File: src/rtl/mc_datapath_regs.sv
// mc_datapath_regs
// ----------------
// Sequential datapath register stage of the multicycle MIPS core. It holds the
// PC, the instruction register and the non-architectural A/B/ALUOut/MDR
// latches. It also selects the next PC and the memory address, muxes the
// register-file write port, and keeps bring-up cycle/retired-instruction
// counters.
//
// Parameters
//   RESET_PC     PC value loaded on reset
//   CNT_W        width of the performance counters
//
// Ports
//   clk          clock, all state updates on the rising edge
//   reset        synchronous, active-low reset
//   pcwrite      unconditional PC write request (main decoder)
//   branch       conditional PC write request, qualified by zero
//   IorD         memory address select: 0 = pc, 1 = aluout
//   IRwrite      load the instruction register from memrdata
//   regdst       write register select: 0 = rt, 1 = rd
//   memtoreg     write data select: 0 = aluout, 1 = mdr
//   pcsrc        next PC select: 00 ALU result, 01 ALUOut, 10 jump, 11 reserved
//   zero         ALU zero flag
//   aluresult    combinational ALU output
//   memrdata     memory read data (combinational from memaddr)
//   rd1, rd2     register-file read data
//   pc           current PC register
//   memaddr      memory address
//   instr        instruction register
//   op, funct    opcode and function fields, fed back to the decoder
//   a, b         register-file read latches
//   aluout       ALU result latch
//   mdr          memory data latch
//   writereg     register-file write address
//   writedata    register-file write data
//   pcen         PC write enable applied this cycle
//   cycle_count  non-reset cycles seen, wraps
//   instr_count  instruction fetches seen, wraps
//
// There are no handshakes here: every control input is a level that is
// sampled at the rising edge, and every output is either a register or a pure
// function of the current registers and inputs.

module mc_datapath_regs #(
  parameter logic [31:0] RESET_PC = 32'h0000_0000,
  parameter int          CNT_W    = 32
) (
  input  logic             clk,
  input  logic             reset,
  input  logic             pcwrite,
  input  logic             branch,
  input  logic             IorD,
  input  logic             IRwrite,
  input  logic             regdst,
  input  logic             memtoreg,
  input  logic [1:0]       pcsrc,
  input  logic             zero,
  input  logic [31:0]      aluresult,
  input  logic [31:0]      memrdata,
  input  logic [31:0]      rd1,
  input  logic [31:0]      rd2,
  output logic [31:0]      pc,
  output logic [31:0]      memaddr,
  output logic [31:0]      instr,
  output logic [5:0]       op,
  output logic [5:0]       funct,
  output logic [31:0]      a,
  output logic [31:0]      b,
  output logic [31:0]      aluout,
  output logic [31:0]      mdr,
  output logic [4:0]       writereg,
  output logic [31:0]      writedata,
  output logic             pcen,
  output logic [CNT_W-1:0] cycle_count,
  output logic [CNT_W-1:0] instr_count
);

  logic [31:0] pc_next;

  // The reserved select suppresses the write entirely. It must not load an
  // undefined value, so the PC simply holds.
  always_comb begin
    pcen = (pcsrc != 2'b11) && (pcwrite || (branch && zero));
  end

  // The jump target uses the current pc. After a fetch, pc already holds
  // PC+4, so its upper nibble is the one the jump region is based on.
  always_comb begin
    pc_next = pc;
    case (pcsrc)
      2'b00:   pc_next = aluresult;
      2'b01:   pc_next = aluout;
      2'b10:   pc_next = {pc[31:28], instr[25:0], 2'b00};
      default: pc_next = pc;
    endcase
  end

  always_comb begin
    memaddr   = IorD ? aluout : pc;
    op        = instr[31:26];
    funct     = instr[5:0];
    writereg  = regdst ? instr[15:11] : instr[20:16];
    writedata = memtoreg ? mdr : aluout;
  end

  // The latches between the multicycle steps load every cycle. Each step
  // only consumes the value that was captured during the step before it.
  always_ff @(posedge clk) begin
    if (!reset) begin
      pc          <= RESET_PC;
      instr       <= '0;
      a           <= '0;
      b           <= '0;
      aluout      <= '0;
      mdr         <= '0;
      cycle_count <= '0;
      instr_count <= '0;
    end else begin
      if (pcen) begin
        pc <= pc_next;
      end
      if (IRwrite) begin
        instr       <= memrdata;
        instr_count <= instr_count + CNT_W'(1);
      end
      a           <= rd1;
      b           <= rd2;
      aluout      <= aluresult;
      mdr         <= memrdata;
      cycle_count <= cycle_count + CNT_W'(1);
    end
  end

endmodule
File: config.mk
export PLATFORM = sky130hd
export DESIGN_NAME = mc_datapath_regs
export DESIGN_NICKNAME = d
export VERILOG_FILES = /design/src/rtl/mc_datapath_regs.sv
export SDC_FILE = /design/constraint.sdc
export NUM_CORES = 1
export LEC_CHECK = 0
export BUFFER_PORTS_ARGS = -buffer_cell sky130_fd_sc_hd__buf_2
export CORE_AREA = 2 2 184 186
export DETAILED_ROUTE_END_ITERATION = 16
export DIE_AREA = 0 0 186 188
export GPL_ROUTABILITY_DRIVEN = 0
export HOLD_SLACK_MARGIN = 0.12
export PLACE_DENSITY = 0.59
export SETUP_SLACK_MARGIN = 0.15
export SLEW_MARGIN = 30
export SYNTH_ARGS = -nofsm -noshare
export SYNTH_HDL_FRONTEND = slang
export SYNTH_SLANG_ARGS = --single-unit
File: constraint.sdc
create_clock -name clk -period 5.35 [get_ports clk]
set_clock_uncertainty 0.15 [all_clocks]
set_input_delay 0.8025 -clock clk [delete_from_list [all_inputs] [get_ports clk]]
set_output_delay 0.8025 -clock clk [all_outputs]
set_load 0.03 [all_outputs]
==> impl_metrics.py, run 1 <==
metrics = {
    "outcome": {
        "status": "complete, no violations",
    },
    "setup_path": {
        "worstPathCellList": "buf_2 > mux2_2 > buf_2",
        "reg2reg_setup_slack_ns": 2.70,
        "worstSetupEndpointType": "primary output",
        "path_class": "in -> out",
        "cp-start-kind": "input pin",
        "worst_path_most_repeated_cell": "buf_2",
        "crit_buf_inv": 2,
        "critPathSlowestCell": "buf_2",
        "crit_family": "buffers and inverters",
        "max_stage_delay_ns": 0.64,
        "cp.arrival_ns": 2.07,
        "required_ns": 4.40,
        "crit_fanout": 32,
    },
    "route": {
        "ant_nets": 0,
        "avgViaCountPerCell": 4.78,
        "wl_per_cell_um": 17.5,
        "num_vias": 9285,
        "drc_errors": 0,
        "drt_iter0_drc": 313,
        "wirelength_um": 33900,
        "drtPass1Iterations": 4,
    },
    "power_and_ir_drop": {
        "p_leak_uw": 0.00636,
        "switching_share": 0.284,
        "p_int_uw": 3390,
        "power.share.combinational": 0.150,
        "pwr-share-clk": 0.413,
        "power_switching_uw": 1340,
        "ir_worst_vdd_uv": 267,
        "seq_power_share": 0.437,
        "power_uw": 4730,
        "p_per_area_mw_per_mm2": 344,
    },
    "floorplanning": {
        "design.portCount": 477,
        "dieArea_mm2": 0.0350,
        "dieWidth_um": 186,
        "core_mm2": 0.0331,
        "start_util": 0.306,
        "die_y_um": 188,
        "row_count": 67,
    },
    "cts": {
        "cts-buffers-inserted": 28,
        "htree_levels": 1,
        "cts_root_buf": "clkbuf_16",
        "clock_path_buffers": 3,
        "cts_sinks": 256,
        "tritoncts": "yes",
        "hold_buffers": 0,
        "clkTransAtPathRegs_ns": 0.06,
        "clk_latency_ns": 0.55,
        "post_cts_buffers": 0,
        "cts_resized": 0,
    },
    "sta": {
        "worst_pin_slew_ns": 0.848,
        "hold_slack_ns": 0.304,
        "fmaxAchievable_mhz": 331,
        "finalSetupViolations": 0,
        "fin_crit_sh": 0.564,
        "max-slew-margin-rel": 0.435,
        "setup_tns_ns": 0,
        "rsz0062_at_grt": "no",
        "hold_viol_final": 0,
        "drv_slew": 0,
        "layout_min_cycle_time_ns": 3.02,
        "fin_ws_ns": 2.33,
    },
    "synthesis": {
        "synth_nets": 1186,
        "synth_seq_cells": 256,
        "synth_seq_area_share": 0.505,
        "syn_area_mm2": 0.0101,
        "avgSynthCellArea_um2": 9.76,
        "synth-edff-count": 0,
        "yosys_warnings": 0,
        "ys_types": 43,
        "async_flop_share": 0,
        "syn_inst": 1040,
        "synth_ff_type": "dfxtp_1",
    },
    "placed_design": {
        "post-place-ws_ns": 2.36,
        "io_buffers": 476,
        "dp_hpwl_um": 25200,
    },
    "global_routing": {
        "grt_pass1_vias": 8660,
        "grt_pass1_wl_um": 49900,
        "grt.overflow.total": 0,
        "antenna_found_initial": 4,
        "grt_use_total": 0.182,
        "grt_max_degree": 90,
    },
    "final_layout": {
        "fin_nets": 1620,
        "seqCellArea_mm2": 0.00512,
        "final_common_cell": "buf_2",
        "syn_to_final_growth_pct": 35.5,
        "multi_input_area_mm2": 0.00461,
        "final_cell_mix": "buf_2, dfxtp_1, and2_1",
        "nFillCells": 3362,
        "drive_gt1_frac": 0.408,
    },
    "flow_run": {
        "maxCapViolations": 0,
    },
    "worst_hold_path": {
        "worst_hold_path_type": "in -> reg",
    },
}
layer usage:
layer / global-route usage / share of wire / wire length, um / up-vias
met5: 0 / 0.00035 / 12 / -
met3: 0.0489 / 0.080 / 2710 / 56
met2: 0.318 / 0.49 / 16600 / 409
met4: 0.0700 / 0.038 / 1280 / 2
li1: - / - / - / 4494
met1: 0.209 / 0.39 / 13300 / 4324
synthesized netlist by cell type (all sizes together), types with 6 or more instances:
cell | count | area share
dfxtp | 256 | 0.51
and2 | 129 | 0.080
nand2 | 81 | 0.030
mux2 | 69 | 0.077
nor2 | 64 | 0.024
a21oi | 62 | 0.031
clkbuf | 53 | 0.020
mux2i | 36 | 0.036
buf | 29 | 0.017
or4 | 29 | 0.022
nand3 | 27 | 0.015
a22oi | 26 | 0.019
o211ai | 26 | 0.019
o31ai | 21 | 0.016
nand4 | 14 | 0.0092
xnor2 | 14 | 0.012
or3 | 13 | 0.0080
inv | 12 | 0.0044
o21ai | 11 | 0.0054
nor3 | 10 | 0.0049
nor4 | 10 | 0.0074
xor2 | 8 | 0.0069
ha | 7 | 0.0086
nand2b | 7 | 0.0043
a311oi | 6 | 0.0052
and4 | 6 | 0.0052
cell type report:
class                           count  share of cell area
Sequential cell                   256               0.373
Multi-Input combinational cell    689               0.335
Timing Repair Buffer              486               0.179
Clock buffer                       37              0.0563
Tap cell                          448              0.0408
Clock inverter                     13              0.0115
Inverter                           13             0.00373
Antenna cell                        2            0.000364
stage by stage:
step	instance area, um2	std cells	util
finish	13700	1944	0.415
detailed placement	12800	1891	0.387
global route	13700	1944	0.415
floorplan	10100	1040	-
CTS	13700	1941	0.415
global placement	12800	1891	0.387
path summary, 6_finish.rpt:
kind | from | endpoint | depth (start not counted)
setup / recovery | memtoreg | writedata[28] | 3
hold / removal | rd1[5] | a[5]$_SDFF_PN0_ | 2
setup reg to reg | cycle_count[0]$_SDFF_PN0_ | cycle_count[16]$_SDFF_PN0_ | 5
hold reg to reg | instr_count[31]$_SDFFE_PN0P_ | instr_count[31]$_SDFFE_PN0P_ | 2
sequential cells by signal (all words and copies together), names as in the netlist:
register	flops
a	32
aluout	32
b	32
cycle_count	32
instr	32
instr_count	32
mdr	32
pc	32
logic make-up after synthesis:
kind of cell	after synthesis	synth area share
AND/OR/NAND/NOR	398	0.214
flip-flops	256	0.505
AO/OA/AOI/OAI	157	0.0995
multiplexers	105	0.112
buffers and inverters	95	0.0414
XOR/XNOR	22	0.0190
adder cells (fa/ha/maj)	7	0.00863
power groups by stage:
stage / Clock, uW / Combinational (uW) / Sequential [uW]
after floorplan: 0 / 312 / 2260
after global placement: 0 / 710 / 2110
after detailed placement: 0 / 715 / 2110
after CTS: 2010 / 718 / 2070
after global routing: 2080 / 761 / 2080
final: 1950 / 712 / 2070
worst reg2reg max path: cells and delay by family (launching register included):
kind / cells / cell delay [ns]
AO/OA/AOI/OAI: 1 / 0.15
flip-flops: 1 / 0.42
adder cells (fa/ha/maj): 1 / 0.25
AND/OR/NAND/NOR: 3 / 1.60
(Power assumes the default switching activity.)
==> run 2: changes to the inputs <==
ABC_AREA = 1   (was unset)
CORE_AREA = unset   (was 2 2 184 186)
CORE_ASPECT_RATIO = 0.75   (was unset)
CORE_UTILIZATION = 35   (was unset)
DIE_AREA = unset   (was 0 0 186 188)
PLACE_DENSITY = 0.67   (was 0.59)
clock period = 2.6 ns   (was 5.35 ns; I/O delays follow)
==> run 2 against run 1 <==
Non-clock buffer count is 139 higher. Combinational power grew to 2.6 times the previous value. Sequential cell count stayed put. Clock-buffer cell count is 2 lower. Sequential power is 100% higher. Register-to-register slack worse by 1.9 ns. Global-route usage is 7.6 points higher. First-iteration DRC count grew to 2.9 times the previous value. Cell count is 26% higher. Total power is 120% higher. Hold slack worse by 0.0079 ns. Clock power is 110% higher.
==> impl_metrics.py, run 2 <==
metrics = {
    "floorplanning": {
        "dieArea_mm2": 0.0312,
        "start_util": 0.362,
        "dieWidth_um": 204,
        "row_count": 54,
        "design.portCount": 477,
        "core_mm2": 0.0295,
        "die_y_um": 153,
    },
    "outcome": {
        "status": "complete, no violations",
    },
    "synthesis": {
        "synth_seq_area_share": 0.480,
        "avgSynthCellArea_um2": 7.28,
        "syn_inst": 1467,
        "synth_top_cell_by_area": "dfxtp_1",
        "synth_ff_type": "dfxtp_1",
        "synth.most_common_cell": "nand2_1",
        "synth.area.top_cells": "dfxtp_1, nand2_1, inv_1",
        "synth_top_area_frac": 0.480,
        "syn_area_mm2": 0.0107,
        "synth_common_cells": "nand2_1, inv_1, dfxtp_1",
        "synth_nets": 1613,
        "async_flop_share": 0,
        "synth_seq_cells": 256,
        "ys_types": 34,
        "yosys_warnings": 0,
        "synth-edff-count": 0,
    },
    "sta": {
        "setup_tns_ns": 0,
        "hold_slack_ns": 0.296,
        "worst_pin_slew_ns": 0.546,
        "layout_min_cycle_time_ns": 2.32,
        "fin_crit_sh": 0.893,
        "hold_viol_final": 0,
        "rsz0062_at_grt": "no",
        "fmaxAchievable_mhz": 431,
        "fin_ws_ns": 0.279,
        "max-slew-margin-rel": 0.636,
        "drv_slew": 0,
        "finalSetupViolations": 0,
    },
    "power_and_ir_drop": {
        "p_leak_uw": 0.00816,
        "ir_worst_vdd_uv": 461,
        "power_uw": 10200,
        "p_per_area_mw_per_mm2": 649,
    },
    "cts": {
        "clkTransAtPathRegs_ns": 0.07,
        "cts_resized": 0,
        "cts_root_buf": "clkbuf_16",
        "htree_levels": 1,
        "cts-buffers-inserted": 27,
        "cts_sinks": 256,
        "post_cts_buffers": 0,
        "clk_latency_ns": 0.54,
        "tritoncts": "yes",
        "clock_path_buffers": 3,
    },
    "route": {
        "drtPass1Iterations": 5,
        "avgViaCountPerCell": 4.76,
        "drt_iter0_drc": 903,
        "num_vias": 11700,
        "drc_errors": 0,
        "wl_per_cell_um": 16.9,
        "ant_nets": 0,
        "wirelength_um": 41500,
    },
    "global_routing": {
        "grt_use_total": 0.258,
        "grt_pass1_vias": 11500,
        "grt.overflow.total": 0,
        "grt_max_degree": 106,
        "grt_pass1_wl_um": 63000,
        "antenna_found_initial": 0,
    },
    "setup_path": {
        "crit_family": "flip-flops",
        "r2r-end": "instr_count[12]$_SDFFE_PN0P_",
        "worstPathCellList": "inv_1 > o21ai_0 > buf_2",
        "worstSetupEndpointType": "primary output",
        "max_stage_delay_ns": 0.44,
        "cp-start-kind": "register",
        "path_class": "reg -> out",
        "crit_fanout": 3,
        "critPathSlowestCell": "dfxtp_1",
        "required_ns": 2.06,
        "crit_buf_inv": 2,
        "reg2reg_depth": 8,
        "reg2reg_setup_slack_ns": 0.78,
        "cp.arrival_ns": 1.78,
        "rr_startpoint": "instr_count[0]$_SDFFE_PN0P_",
    },
    "placed_design": {
        "io_buffers": 476,
        "dp_hpwl_um": 29600,
        "post-place-ws_ns": 0.483,
    },
    "final_layout": {
        "final_cell_mix": "buf_2, nand2_1, inv_1",
        "syn_to_final_growth_pct": 47.0,
        "antenna_cells": 0,
        "drive_gt1_frac": 0.280,
        "final_common_cell": "buf_2",
        "fin_nets": 2191,
    },
    "worst_hold_path": {
        "hold_end": "pc[29]$_SDFFE_PN0P_",
        "hold-path-cell-count": 6,
        "worst_hold_path_type": "in -> reg",
        "min_from": "branch",
    },
    "flow_run": {
        "maxCapViolations": 0,
    },
}
run 2: cell count changes after synthesis, moves of 41 or more:
cell,previous run,this run
and2_1,129,1
o21ai_0,4,119
nor2_1,64,105
nand2_1,81,361
mux2_2,69,0
inv_1,12,261
run 2: area by class of cell:
type / instances / area, um2
Clock buffer: 35 / 766
Clock inverter: 13 / 176
Fill cell: 2713 / 13800
Inverter: 273 / 1020
Multi-Input combinational cell: 862 / 4160
Sequential cell: 256 / 5120
Tap cell: 392 / 490
Timing Repair Buffer: 625 / 3950
run 2: tightest hold or removal path: cells and delay by family:
family,cells,cell delay (ns)
simple gates,2,0.13
compound gates,2,0.21
buf+inv,2,0.20
run 2: logic make-up (layout without fill, tap and decap cells):
group | Yosys count | in the layout | synth area share
compound gates | 288 | 288 | 0.154
fa+ha+maj | 7 | 7 | 0.00820
flops | 256 | 256 | 0.480
buf+inv | 349 | 946 | 0.131
xor+xnor | 6 | 6 | 0.00492
simple gates | 561 | 561 | 0.222
run 2: what timing repair did:
item	CTS	global route
endpoints found under the hold margin	208	0
hold buffers	138	0
endpoints found under the setup margin	0	0
run 2: layer usage:
metal	GRT usage	share of wire	routed length [um]
met3	0.0544	0.077	3210
met2	0.444	0.48	19900
met4	0.0999	0.036	1480
met5	0	0	0
met1	0.314	0.41	17000
run 2: through the flow:
step,instances,cell area [um2],utilization
after CTS,2456,15700,0.531
after detailed placement,2270,13400,0.453
final,2456,15700,0.531
after global routing,2456,15700,0.531
after floorplan,1467,10700,-
after global placement,2270,13400,0.453
run 2: power breakdown:
part	internal (uW)	switching (uW)
sequential	4120	121
clock	2470	1650
combinational	596	1230
run 2: worst max-delay path by stage:
| stage | start | end | slack (ns) | cells after the start |
|---|---|---|---|---|
| after floorplan | IorD | memaddr[20] | 0.60 | 3 |
| after global placement | memtoreg | writedata[2] | 0.46 | 4 |
| after detailed placement | memtoreg | writedata[2] | 0.48 | 4 |
| after CTS | aluout[0]$_SDFF_PN0_ | writedata[0] | 0.24 | 3 |
| after global routing | aluout[2]$_SDFF_PN0_ | writedata[2] | 0.25 | 3 |
| final | aluout[0]$_SDFF_PN0_ | writedata[0] | 0.28 | 3 |
==> run 3: changes to the inputs <==
RECOVER_POWER = 50   (was unset)
==> run 3 against run 2 <==
Clock-buffer cell count unchanged. Sequential share of layout area is 0.47 points higher. Critical path depth unchanged. Sequential power is essentially flat. Combinational power shrank 3%. Clock power hardly changed. Critical path type unchanged.
==> impl_metrics.py, run 3 (synthesis results as in run 2) <==
metrics = {
    "outcome": {
        "status": "complete, no violations",
    },
    "final_layout": {
        "final_cell_mix": "nand2_1, buf_2, inv_1",
        "fin_nets": 2191,
        "finalNonFillerCells": 2457,
        "syn_to_final_growth_pct": 44.9,
        "design_area_mm2": 0.0155,
        "final_common_cell": "nand2_1",
        "nFillCells": 2793,
        "drive_gt1_frac": 0.199,
    },
    "cts": {
        "cts-buffers-inserted": 27,
        "post_cts_buffers": 0,
        "tritoncts": "yes",
        "cts_sinks": 256,
        "clkTransAtPathRegs_ns": 0.07,
        "cts_resized": 0,
        "cts_root_buf": "clkbuf_16",
        "htree_levels": 1,
        "clock_path_buffers": 3,
        "hold_buffers": 138,
        "clk_latency_ns": 0.54,
    },
    "route": {
        "num_vias": 11700,
        "wirelength_um": 41700,
        "drtPass1Iterations": 5,
        "wl_per_cell_um": 17.0,
        "avgViaCountPerCell": 4.77,
        "drc_errors": 0,
        "ant_nets": 0,
        "drt_iter0_drc": 917,
    },
    "setup_path": {
        "crit_fanout": 3,
        "rr_startpoint": "instr_count[0]$_SDFFE_PN0P_",
        "reg2reg_setup_slack_ns": 0.77,
        "cp-start-kind": "register",
        "worstSetupEndpointType": "primary output",
        "worstPathCellList": "inv_1 > o21ai_0 > buf_2",
        "cp.arrival_ns": 1.78,
        "endpoint": "writedata[0]",
        "path_class": "reg -> out",
        "r2r-end": "instr_count[12]$_SDFFE_PN0P_",
        "max_stage_delay_ns": 0.45,
        "cp-startpoint": "aluout[0]$_SDFF_PN0_",
        "reg2reg_depth": 8,
        "required_ns": 2.06,
        "critPathSlowestCell": "dfxtp_1",
    },
    "sta": {
        "layout_min_cycle_time_ns": 2.32,
        "fmaxAchievable_mhz": 432,
        "hold_slack_ns": 0.293,
        "max-slew-margin-rel": 0.284,
        "rsz0062_at_grt": "no",
        "fin_crit_sh": 0.891,
        "fin_ws_ns": 0.283,
        "hold_viol_final": 0,
        "worst_pin_slew_ns": 1.07,
        "finalSetupViolations": 0,
        "setup_tns_ns": 0,
        "drv_slew": 0,
    },
    "placed_design": {
        "post-place-ws_ns": 0.483,
        "placed_area_mm2": 0.0134,
        "dp_hpwl_um": 29600,
        "dpl.cell_count": 2270,
        "io_buffers": 476,
    },
    "floorplanning": {
        "die_y_um": 153,
        "start_util": 0.362,
        "dieWidth_um": 204,
        "design.portCount": 477,
        "row_count": 54,
        "dieArea_mm2": 0.0312,
        "core_mm2": 0.0295,
    },
    "global_routing": {
        "grt_pass1_wl_um": 63000,
        "grt_max_degree": 106,
        "grt_use_total": 0.258,
        "grt_pass1_vias": 11500,
        "grt.overflow.total": 0,
        "antenna_found_initial": 0,
    },
    "power_and_ir_drop": {
        "p_per_area_mw_per_mm2": 656,
        "ir_worst_vdd_uv": 461,
        "p_leak_uw": 0.00756,
    },
    "worst_hold_path": {
        "worst_hold_path_type": "in -> reg",
        "hold-path-cell-count": 6,
    },
    "flow_run": {
        "maxCapViolations": 0,
    },
}
[run 3: stage by stage]
stage / util / power (uW)
global placement: 0.453 / 5950
detailed placement: 0.453 / 5970
CTS: 0.531 / 10300
floorplan: - / 5340
global route: 0.524 / 10500
finish: 0.524 / 10100
[run 3: worst min path at each step]
stage / slack (ns) / end / startpoint
floorplan: 0.33 / aluout[0]$_SDFF_PN0_ / aluresult[0]
finish: 0.29 / pc[29]$_SDFFE_PN0P_ / pcwrite
CTS: 0.26 / pc[30]$_SDFFE_PN0P_ / pcwrite
global route: 0.34 / pc[29]$_SDFFE_PN0P_ / pcwrite
global placement: 0.30 / pc[1]$_SDFFE_PN0P_ / pc[1]$_SDFFE_PN0P_
detailed placement: 0.31 / pc[1]$_SDFFE_PN0P_ / pc[1]$_SDFFE_PN0P_
[run 3: cell type report]
cell class / instances / area [um2] / share of cell area
Timing Repair Buffer: 625 / 3730 / 0.241
Inverter: 273 / 1020 / 0.0662
Tap cell: 392 / 490 / 0.0317
Clock buffer: 35 / 766 / 0.0495
Clock inverter: 13 / 176 / 0.0114
Sequential cell: 256 / 5120 / 0.331
Antenna cell: 1 / 2.50 / 0.000162
Multi-Input combinational cell: 862 / 4150 / 0.269
[run 3: worst max-delay path, delay by kind of cell, from the launching register on]
kind	cells	cell delay [ns]
AO/OA/AOI/OAI	1	0.40
flip-flops	1	0.45
buffers and inverters	2	0.39
[run 3: power by group]
group          total, uW  leakage, uW  internal, uW  switching [uW]
Combinational       1780      0.00497           550            1230
Clock               4120     0.000471          2470            1640
Sequential          4240      0.00211          4120             126
[run 3: metal layers]
metal | track usage | wire length, um | up-vias
li1 | - | - | 5719
met1 | 0.314 | 17100 | 5368
met2 | 0.444 | 20000 | 546
met3 | 0.0544 | 3110 | 84
met4 | 0.0999 | 1470 | 0
met5 | 0 | 0 | -
